### src/rtl/pwm_pkg.sv
// Shared definitions for the PWM block: register map, CTRL bit positions,
// controller state encoding and counter width.
package pwm_pkg;

    localparam int CNT_W = 16;

    // Register addresses on the byte-wide SPI register bus
    localparam logic [2:0] ADDR_CTRL     = 3'd0;
    localparam logic [2:0] ADDR_PRESCALE = 3'd1;
    localparam logic [2:0] ADDR_PERIOD_L = 3'd2;
    localparam logic [2:0] ADDR_PERIOD_H = 3'd3;
    localparam logic [2:0] ADDR_DUTY_L   = 3'd4;
    localparam logic [2:0] ADDR_DUTY_H   = 3'd5;
    localparam logic [2:0] ADDR_STATUS   = 3'd6;

    // CTRL register bit indices
    localparam int CTRL_EN      = 0;
    localparam int CTRL_EXT     = 1;
    localparam int CTRL_ONESHOT = 2;
    localparam int CTRL_POL     = 3;

    typedef enum logic [1:0] {
        IDLE  = 2'd0,
        ARMED = 2'd1,
        RUN   = 2'd2,
        DONE  = 2'd3
    } pwm_state_e;

endpackage

### src/rtl/pwm_core_sync_edge.sv
// Multi-flop synchronizer for an asynchronous pin followed by a rising-edge
// detector; emits a registered one-cycle pulse per rising edge.
// SYNC_STAGES must be at least 2.
module sync_edge #(
    parameter int SYNC_STAGES = 2
) (
    input  logic clk,
    input  logic rst_n,
    input  logic async_in,
    output logic pulse
);

    logic [SYNC_STAGES-1:0] sync_q;
    logic                   prev_q;

    // Shift the pin through the synchronizer and flag a 0->1 transition
    // NOTE: sequential state uses non-blocking assignments so every flop
    // samples the pre-edge value of its neighbours, as real hardware does.
    always_ff @(posedge clk or negedge rst_n) begin
        if (!rst_n) begin
            sync_q <= '0;
            prev_q <= 1'b0;
            pulse  <= 1'b0;
        end else begin
            sync_q <= {sync_q[SYNC_STAGES-2:0], async_in};
            prev_q <= sync_q[SYNC_STAGES-1];
            pulse  <= sync_q[SYNC_STAGES-1] & ~prev_q;
        end
    end

endmodule

### src/rtl/pwm_core.sv
// Register-programmable PWM generator: register file written by the SPI
// slave, combinational readback, prescaler, 16-bit counter with shadowed
// period/duty, IDLE/ARMED/RUN/DONE controller and a registered output.
module pwm_core
    import pwm_pkg::*;
#(
    parameter int SYNC_STAGES = 2
) (
    input  logic       clk,
    input  logic       rst_n,
    input  logic       wr_en,
    input  logic [2:0] wr_addr,
    input  logic [7:0] wr_data,
    input  logic [2:0] rd_addr,
    output logic [7:0] rd_data,
    input  logic       ext_start,
    output logic       pwm_out,
    output logic       busy
);

    logic [3:0]       ctrl_q;
    logic [7:0]       prescale_q;
    logic [CNT_W-1:0] period_q;
    logic [CNT_W-1:0] duty_q;

    pwm_state_e       state;
    logic [CNT_W-1:0] cnt;
    logic [7:0]       presc_cnt;
    logic [CNT_W-1:0] period_sh;
    logic [CNT_W-1:0] duty_sh;

    logic             ext_pulse;
    logic             tick;
    logic             en;

    assign en   = ctrl_q[CTRL_EN];
    assign tick = (presc_cnt == prescale_q);
    assign busy = (state == ARMED) || (state == RUN);

    sync_edge #(
        .SYNC_STAGES (SYNC_STAGES)
    ) u_sync_edge (
        .clk      (clk),
        .rst_n    (rst_n),
        .async_in (ext_start),
        .pulse    (ext_pulse)
    );

    // Register file: byte writes land on the strobe edge; STATUS and 7 ignore writes
    always_ff @(posedge clk or negedge rst_n) begin
        if (!rst_n) begin
            ctrl_q     <= '0;
            prescale_q <= '0;
            period_q   <= '0;
            duty_q     <= '0;
        end else if (wr_en) begin
            case (wr_addr)
                ADDR_CTRL:     ctrl_q           <= wr_data[3:0];
                ADDR_PRESCALE: prescale_q       <= wr_data;
                ADDR_PERIOD_L: period_q[7:0]    <= wr_data;
                ADDR_PERIOD_H: period_q[15:8]   <= wr_data;
                ADDR_DUTY_L:   duty_q[7:0]      <= wr_data;
                ADDR_DUTY_H:   duty_q[15:8]     <= wr_data;
                default:       ;
            endcase
        end
    end

    // Zero-latency readback; STATUS is decoded from the registered state
    // NOTE: rd_data gets a default before the case so no path leaves it
    // unassigned, which would otherwise infer a latch.
    always_comb begin
        rd_data = '0;
        case (rd_addr)
            ADDR_CTRL:     rd_data = {4'b0, ctrl_q};
            ADDR_PRESCALE: rd_data = prescale_q;
            ADDR_PERIOD_L: rd_data = period_q[7:0];
            ADDR_PERIOD_H: rd_data = period_q[15:8];
            ADDR_DUTY_L:   rd_data = duty_q[7:0];
            ADDR_DUTY_H:   rd_data = duty_q[15:8];
            ADDR_STATUS:   rd_data = {5'b0, state == DONE, state == ARMED, state == RUN};
            default:       rd_data = '0;
        endcase
    end

    // Controller, prescaler, counter and shadow registers; clearing EN wins over all
    always_ff @(posedge clk or negedge rst_n) begin
        if (!rst_n) begin
            state     <= IDLE;
            cnt       <= '0;
            presc_cnt <= '0;
            period_sh <= '0;
            duty_sh   <= '0;
        end else if (!en) begin
            state     <= IDLE;
            cnt       <= '0;
            presc_cnt <= '0;
        end else begin
            case (state)
                IDLE: begin
                    if (ctrl_q[CTRL_EXT]) begin
                        state <= ARMED;
                    end else begin
                        state     <= RUN;
                        cnt       <= '0;
                        presc_cnt <= '0;
                        period_sh <= period_q;
                        duty_sh   <= duty_q;
                    end
                end
                ARMED: begin
                    if (ext_pulse) begin
                        state     <= RUN;
                        cnt       <= '0;
                        presc_cnt <= '0;
                        period_sh <= period_q;
                        duty_sh   <= duty_q;
                    end
                end
                RUN: begin
                    if (tick) begin
                        presc_cnt <= '0;
                        if (cnt == period_sh) begin
                            cnt <= '0;
                            if (ctrl_q[CTRL_ONESHOT]) begin
                                state <= DONE;
                            end else begin
                                // Continuous mode picks up new values only at wrap
                                period_sh <= period_q;
                                duty_sh   <= duty_q;
                            end
                        end else begin
                            cnt <= cnt + CNT_W'(1);
                        end
                    end else begin
                        presc_cnt <= presc_cnt + 8'd1;
                    end
                end
                DONE: begin
                    // Parked until software clears EN
                    presc_cnt <= '0;
                end
                default: state <= IDLE;
            endcase
        end
    end

    // Output flop: active level only while running and below the duty threshold
    always_ff @(posedge clk or negedge rst_n) begin
        if (!rst_n) begin
            pwm_out <= 1'b0;
        end else begin
            pwm_out <= ctrl_q[CTRL_POL] ^ ((state == RUN) && (cnt < duty_sh));
        end
    end

endmodule

### config.mk
export PLATFORM = sky130hd
export DESIGN_NAME = pwm_core
export DESIGN_NICKNAME = d
export VERILOG_FILES = /design/src/rtl/pwm_pkg.sv /design/src/rtl/pwm_core_sync_edge.sv /design/src/rtl/pwm_core.sv
export SDC_FILE = /design/constraint.sdc
export NUM_CORES = 1
export LEC_CHECK = 0
export BUFFER_PORTS_ARGS = -buffer_cell sky130_fd_sc_hd__buf_4
export CORE_ASPECT_RATIO = 0.5
export CORE_UTILIZATION = 55
export DETAILED_ROUTE_END_ITERATION = 8
export HOLD_SLACK_MARGIN = 0.12
export PLACE_DENSITY = 0.75
export RECOVER_POWER = 100
export SKIP_LAST_GASP = 1
export SLEW_MARGIN = 25
export SYNTH_ARGS = -nofsm -noshare
export SYNTH_HDL_FRONTEND = slang
export SYNTH_SLANG_ARGS = --single-unit
### constraint.sdc
create_clock -name clk -period 2 [get_ports clk]
set_input_delay 0.1 -clock clk [delete_from_list [all_inputs] [get_ports clk]]
set_output_delay 0.1 -clock clk [all_outputs]
set_load 0.1 [all_outputs]
Word-level counts from Yosys, hierarchy flattened
Cells that the tools add are included.
W data, S select, Z words.
{"block": "totals", "reg_bits": 107, "in_bits": 18}
{"block": "op_classes", "add_sub_neg": 2, "magnitude_cmp": 1, "eq_ne": 27, "muxes": 31, "bitwise_logic": 3, "reduce_logical": 16}
{"op": "$mux W16", "count": 15}
{"op": "$pmux W16 S3", "count": 3}
{"op": "$pmux W8 S7", "count": 1}
{"op": "$mux W8", "count": 4}
{"op": "$pmux W8 S4", "count": 1}
{"op": "$add A16 B1 Y16 const B", "count": 1}
{"op": "$eq A16 B16 Y1", "count": 1}
{"op": "$lt A16 B16 Y1", "count": 1}
{"op": "$eq A3 B3 Y1 const B", "count": 5}
{"op": "$reduce_and A2 Y1", "count": 7}
{"op": "$eq A3 B2 Y1 const B", "count": 4}
{"op": "$mux W2", "count": 6}
{"op": "$ne A3 B3 Y1 const B", "count": 3}
{"op": "$add A8 B1 Y8 const B", "count": 1}
{"op": "$eq A8 B8 Y1", "count": 1}
{"op": "$reduce_and A7 Y1", "count": 1}
{"op": "$eq A3 B1 Y1 const B", "count": 2}
{"op": "$logic_not A3 Y1", "count": 2}
{"op": "$ne A2 B2 Y1 const B", "count": 3}
{"op": "$ne A3 B2 Y1 const B", "count": 2}
{"op": "$pmux W2 S3", "count": 1}
{"op": "$reduce_and A5 Y1", "count": 1}
{"op": "$eq A2 B2 Y1 const B", "count": 2}
{"op": "$ne A2 B1 Y1 const B", "count": 2}
{"op": "other kinds (10)", "count": 10}

Logic depth before layout (Yosys ltp)
{"block": "depth", "depth_word": 5, "mapped_depth": 8, "depth_no_buf": 7}

By module
A second synthesis with hierarchy kept.
{"block": "unflattened", "cells_unflattened": 508, "area_unflattened_um2": 5853.1}
{"module": "pwm_core", "n_inst": 1, "cells_each": 503, "area_each_um2": 5739.3, "seq_area_each_um2": 2577.5}
{"module": "sync_edge", "n_inst": 1, "cells_each": 5, "area_each_um2": 113.9, "seq_area_each_um2": 100.1}

Worst setup path before layout
Ideal clock, no wire load.
{"block": "synth_timing", "kind": "register to output", "from": "register state[0]", "to": "output port rd_data[0]", "arrival_ns": 3.021, "required_ns": 1.900, "slack_ns": -1.121, "stages_incl_launch_ff": 6, "n_path_buf": 1, "path_cell_list": "dfrtp_1 -> inv_1 -> ha_1 -> clkbuf_1 -> a21oi_1 -> o21ai_0"}
{"block": "synth_via", "elab_chain_cells": 2}
{"element": "start, declared", "line": "pwm_core.sv:26", "rtl": "pwm_state_e state;"}
{"element": "start signal, assigned", "line": "pwm_core.sv:89", "rtl": "state <= IDLE;"}
{"element": "start signal, assigned", "line": "pwm_core.sv:95", "rtl": "state <= IDLE;"}
{"element": "start signal, assigned", "line": "pwm_core.sv:102", "rtl": "state <= ARMED;"}
{"element": "$eq A2 B2 Y1", "line": "pwm_core.sv:81", "rtl": "ADDR_STATUS: rd_data = {5'b0, state == DONE, state == ARMED, state == RUN};"}
{"element": "$pmux W8 S7", "line": "pwm_core.sv:74", "rtl": "case (rd_addr)"}
{"element": "end, declared", "line": "pwm_core.sv:15", "rtl": "output logic [7:0] rd_data,"}
No other way between the ends.

Worst setup path after layout
{"block": "layout_timing", "from": "register cnt[9]", "to": "register cnt[6]"}
{"block": "layout_via", "elab_chain_cells": 5}
{"element": "start, declared", "line": "pwm_core.sv:27", "rtl": "logic [CNT_W-1:0] cnt;"}
{"element": "start signal, assigned", "line": "pwm_core.sv:133", "rtl": "cnt <= cnt + CNT_W'(1);"}
{"element": "$eq A16 B16 Y1", "line": "pwm_core.sv:123", "rtl": "if (cnt == period_sh) begin"}
{"element": "$mux W16", "line": "pwm_core.sv:123"}
{"element": "$mux W16", "line": "pwm_core.sv:121", "rtl": "if (tick) begin"}
{"element": "$pmux W16 S3", "line": "pwm_core.sv:99", "rtl": "case (state)"}
{"element": "$mux W16", "line": "pwm_core.sv:94", "rtl": "end else if (!en) begin"}
No other way between the ends. The select of a mux whose other input is x is not followed.
A chain may end at the register's enable or synchronous reset.

==> results.sh <==
export IMPL_p_leak_uw=0.003461
export IMPL_synth_seq_cells=107
export IMPL_drt_initial_drc_count=331
export IMPL_critPathKind="reg -> reg"
export IMPL_hpwl_mm=11.67
export IMPL_setup_slack_ns=-0.2788
export IMPL_slew_viol_final=0
export IMPL_syn_inst=505
export IMPL_grtUsageTotal_pct=31.58
export IMPL_ant_nets=0
export IMPL_port_buffers=27
export IMPL_clock_path_buffers=2
export IMPL_rsz0062_at_grt="yes"
export IMPL_p_per_area_nw_per_um2=1214
export IMPL_rows=25
export IMPL_num_antenna_cells=0
export IMPL_ff2ff_path_depth=6
export IMPL_clock_latency_ns=0.36
export IMPL_grt_pass1_vias=4482
export IMPL_yosys_area_top_type="dfrtp_1"
export IMPL_yosysMostFrequentCell="dfrtp_1"
export IMPL_nets=662
export IMPL_antenna_found_initial=0
export IMPL_multi_input_area_um2=3267
export IMPL_synth_flop_cell="dfrtp_1"
export IMPL_fin_setup_tns_ns=-10.15
export IMPL_synth_edf_count=0
export IMPL_fin_crit_ns=2.279
export IMPL_violations="negative setup slack"
export IMPL_avgViaCountPerCell=6.125
export IMPL_async_reset_ff_share_pct=100.0
export IMPL_synth_area_per_cell_um2=11.41
export IMPL_drt_pass1_iter_count=5
export IMPL_clock_skew_ns=0.009385
export IMPL_yosys_top_cells_area="dfrtp_1 (46%), mux2_2 (9.2%), mux2_1 (5.9%), ha_1 (4.8%), xor2_1 (3.6%)"
export IMPL_die_area_um2=10920
export IMPL_place_ws_ns=-0.2458
export IMPL_endpoint_kind="flop"
export IMPL_die_w_um=146.8
export IMPL_core_area_um2=9791
export IMPL_ys_seq_area_share_pct=46.46
export IMPL_setup_viol=51
export IMPL_grt_max_degree=40
export IMPL_fill_cells=605
export IMPL_grt_pass1_wl_mm=25.25
export IMPL_max_freq_mhz=438.8
export IMPL_io_pins=28
export IMPL_post_drt_wl_per_cell_um=21.67
export IMPL_synthTopCellsByCount="dfrtp_1 (107), mux2_2 (47), mux2_1 (30)"
export IMPL_min_path_type="in -> reg"
export IMPL_hold_path_depth=4
export IMPL_max_slew_margin_pct=23.11
export IMPL_vdd_ir_drop_max_mv=0.6538
export IMPL_start_util_pct=58.86
export IMPL_hold_viol_final=0
export IMPL_via_count=4667
export IMPL_drt_total_wl_mm=16.51
export IMPL_numCtsBuffers=9
export IMPL_cts_max_level=3
export IMPL_worstMarginPinSlew_ns=1.158
export IMPL_arrival_ns=2.50
export IMPL_die_h_um=74.38
export IMPL_status="finished, violations left"
export IMPL_grt_ovfl_total=0
export IMPL_worstPathRequired_ns=2.22
export IMPL_start_kind="flop"
export IMPL_gp_congestion=0.8766
export IMPL_seqCellArea_um2=2678
export IMPL_areaGrowthSynthToFinish_pct=29.96
export IMPL_period_share_pct=113.9
export IMPL_final_util_pct=76.50
export IMPL_syn_area_um2=5763
export IMPL_final_layout_size_suffix_gt1_share_pct=39.39
export IMPL_yosysUniqueCellTypes=57
export IMPL_path_clk_slew_ns=0.07
export IMPL_synth_top_area_share_pct=46.46
export IMPL_synth_nets=545
export IMPL_maxCapViolations=0
export IMPL_path_max_fanout=21
export IMPL_yosys_warnings=0
export IMPL_tritoncts="built"
export IMPL_clock_sinks=107
export IMPL_root_buffer="clkbuf_16"
export IMPL_drc=0
-- placed cells by master, fill, tap and decap left out, types with 9 or more instances in the layout --
master	n
dfrtp_1	107
ha_1	17
clkbuf_1	11
nand2_1	21
inv_1	21
dlygate4sd3_1	10
mux2_4	31
mux2_2	45
o21ai_1	13
xor2_1	22
o21ai_0	10
nor2b_1	9
clkbuf_16	9
buf_4	80
nor2_1	19
and4_1	9
nand3_1	11
mux2i_1	10
nand4_1	13
buf_6	10
-- per-layer routing --
layer / GRT usage [%] / share of wire [%] / up-vias
met2: 47.87 / 43 / 196
met4: 9.259 / 1.8 / 0
met1: 44.67 / 48 / 2327
met3: 8.773 / 7.8 / 32
li1: - / - / 2112
met5: 0 / 0 / -
-- state kept, by name, summed over array words and instances (netlist names), 2 cells and up --
name                flops
period_q               16
duty_q                 16
cnt                    16
u_sync_edge.sync_q      2
prescale_q              8
ctrl_q                  4
period_sh              16
duty_sh                16
presc_cnt               8
state                   2
-- power by group --
group | internal [µW] | total [µW] | leakage, µW | switching, µW
clock network | 1110 | 1960 | 0.000154 | 848
logic | 1950 | 3810 | 0.00197 | 1870
registers | 2730 | 3320 | 0.00134 | 593
total | 5790 | 9100 | 0.00346 | 3310
-- what timing repair did --
item	CTS	global route
cloned	1	1
hold buffers	10	0
setup buffers	2	3
resized for setup	14	50
pin swaps	1	9
setup endpoints to repair	51	60
endpoints found under the hold margin	80	0
-- critical path: stages, from the launching register on --
cell and delay (ns):
dfrtp_1 0.40, xor2_1 0.18, nor4_2 0.33, nand4_1 0.26, buf_4 0.29, and4_1 0.28, a221o_1 0.38
-- worst paths after layout --
kind | to | slack [ns] | startpoint
worst max register to register | cnt[6]$_DFFE_PN0P_ | -0.28 | cnt[9]$_DFFE_PN0P_
min in group asynchronous | cnt[5]$_DFFE_PN0P_ | 0.45 | rst_n
worst max-delay path | cnt[6]$_DFFE_PN0P_ | -0.28 | cnt[9]$_DFFE_PN0P_
max in group asynchronous | duty_q[8]$_DFFE_PN0P_ | 0.40 | rst_n
worst min register to register | u_sync_edge.sync_q[1]$_DFF_PN0_ | 0.37 | u_sync_edge.sync_q[0]$_DFF_PN0_
worst min-delay path | duty_q[4]$_DFFE_PN0P_ | 0.33 | wr_addr[0]
-- through the flow --
step,cells,total power [µW],cell area [µm²],hold slack [ns]
6_report,762,9095,7490,0.3286
3_3_place_gp,730,6676,6860,0.1136
5_1_grt,762,9485,7490,0.3461
2_1_floorplan,505,5539,5979,-0.1956
4_1_cts,759,8919,7351,0.2404
3_5_place_dp,730,6806,6860,0.1114
-- area by class of cell --
type                            instances  share of cell area, %
Multi-Input combinational cell        355                  43.62
Sequential cell                       107                  35.75
Timing Repair Buffer                  128                  12.98
Clock buffer                            9                  3.007
Tap cell                              135                  2.255
Clock inverter                          7                  1.336
Inverter                               21                  1.052
-- cell families (layout without fill, tap and decap cells) --
family / count (synthesis) / count (layout) / synth area share (%)
flops: 107 / 107 / 46.46
buf+inv: 43 / 165 / 3.257
mux: 88 / 88 / 17.17
xor+xnor: 24 / 24 / 3.647
compound gates: 88 / 88 / 10.99
simple gates: 133 / 133 / 13.70
fa+ha+maj: 22 / 22 / 4.776
(Power assumes the default switching activity.)
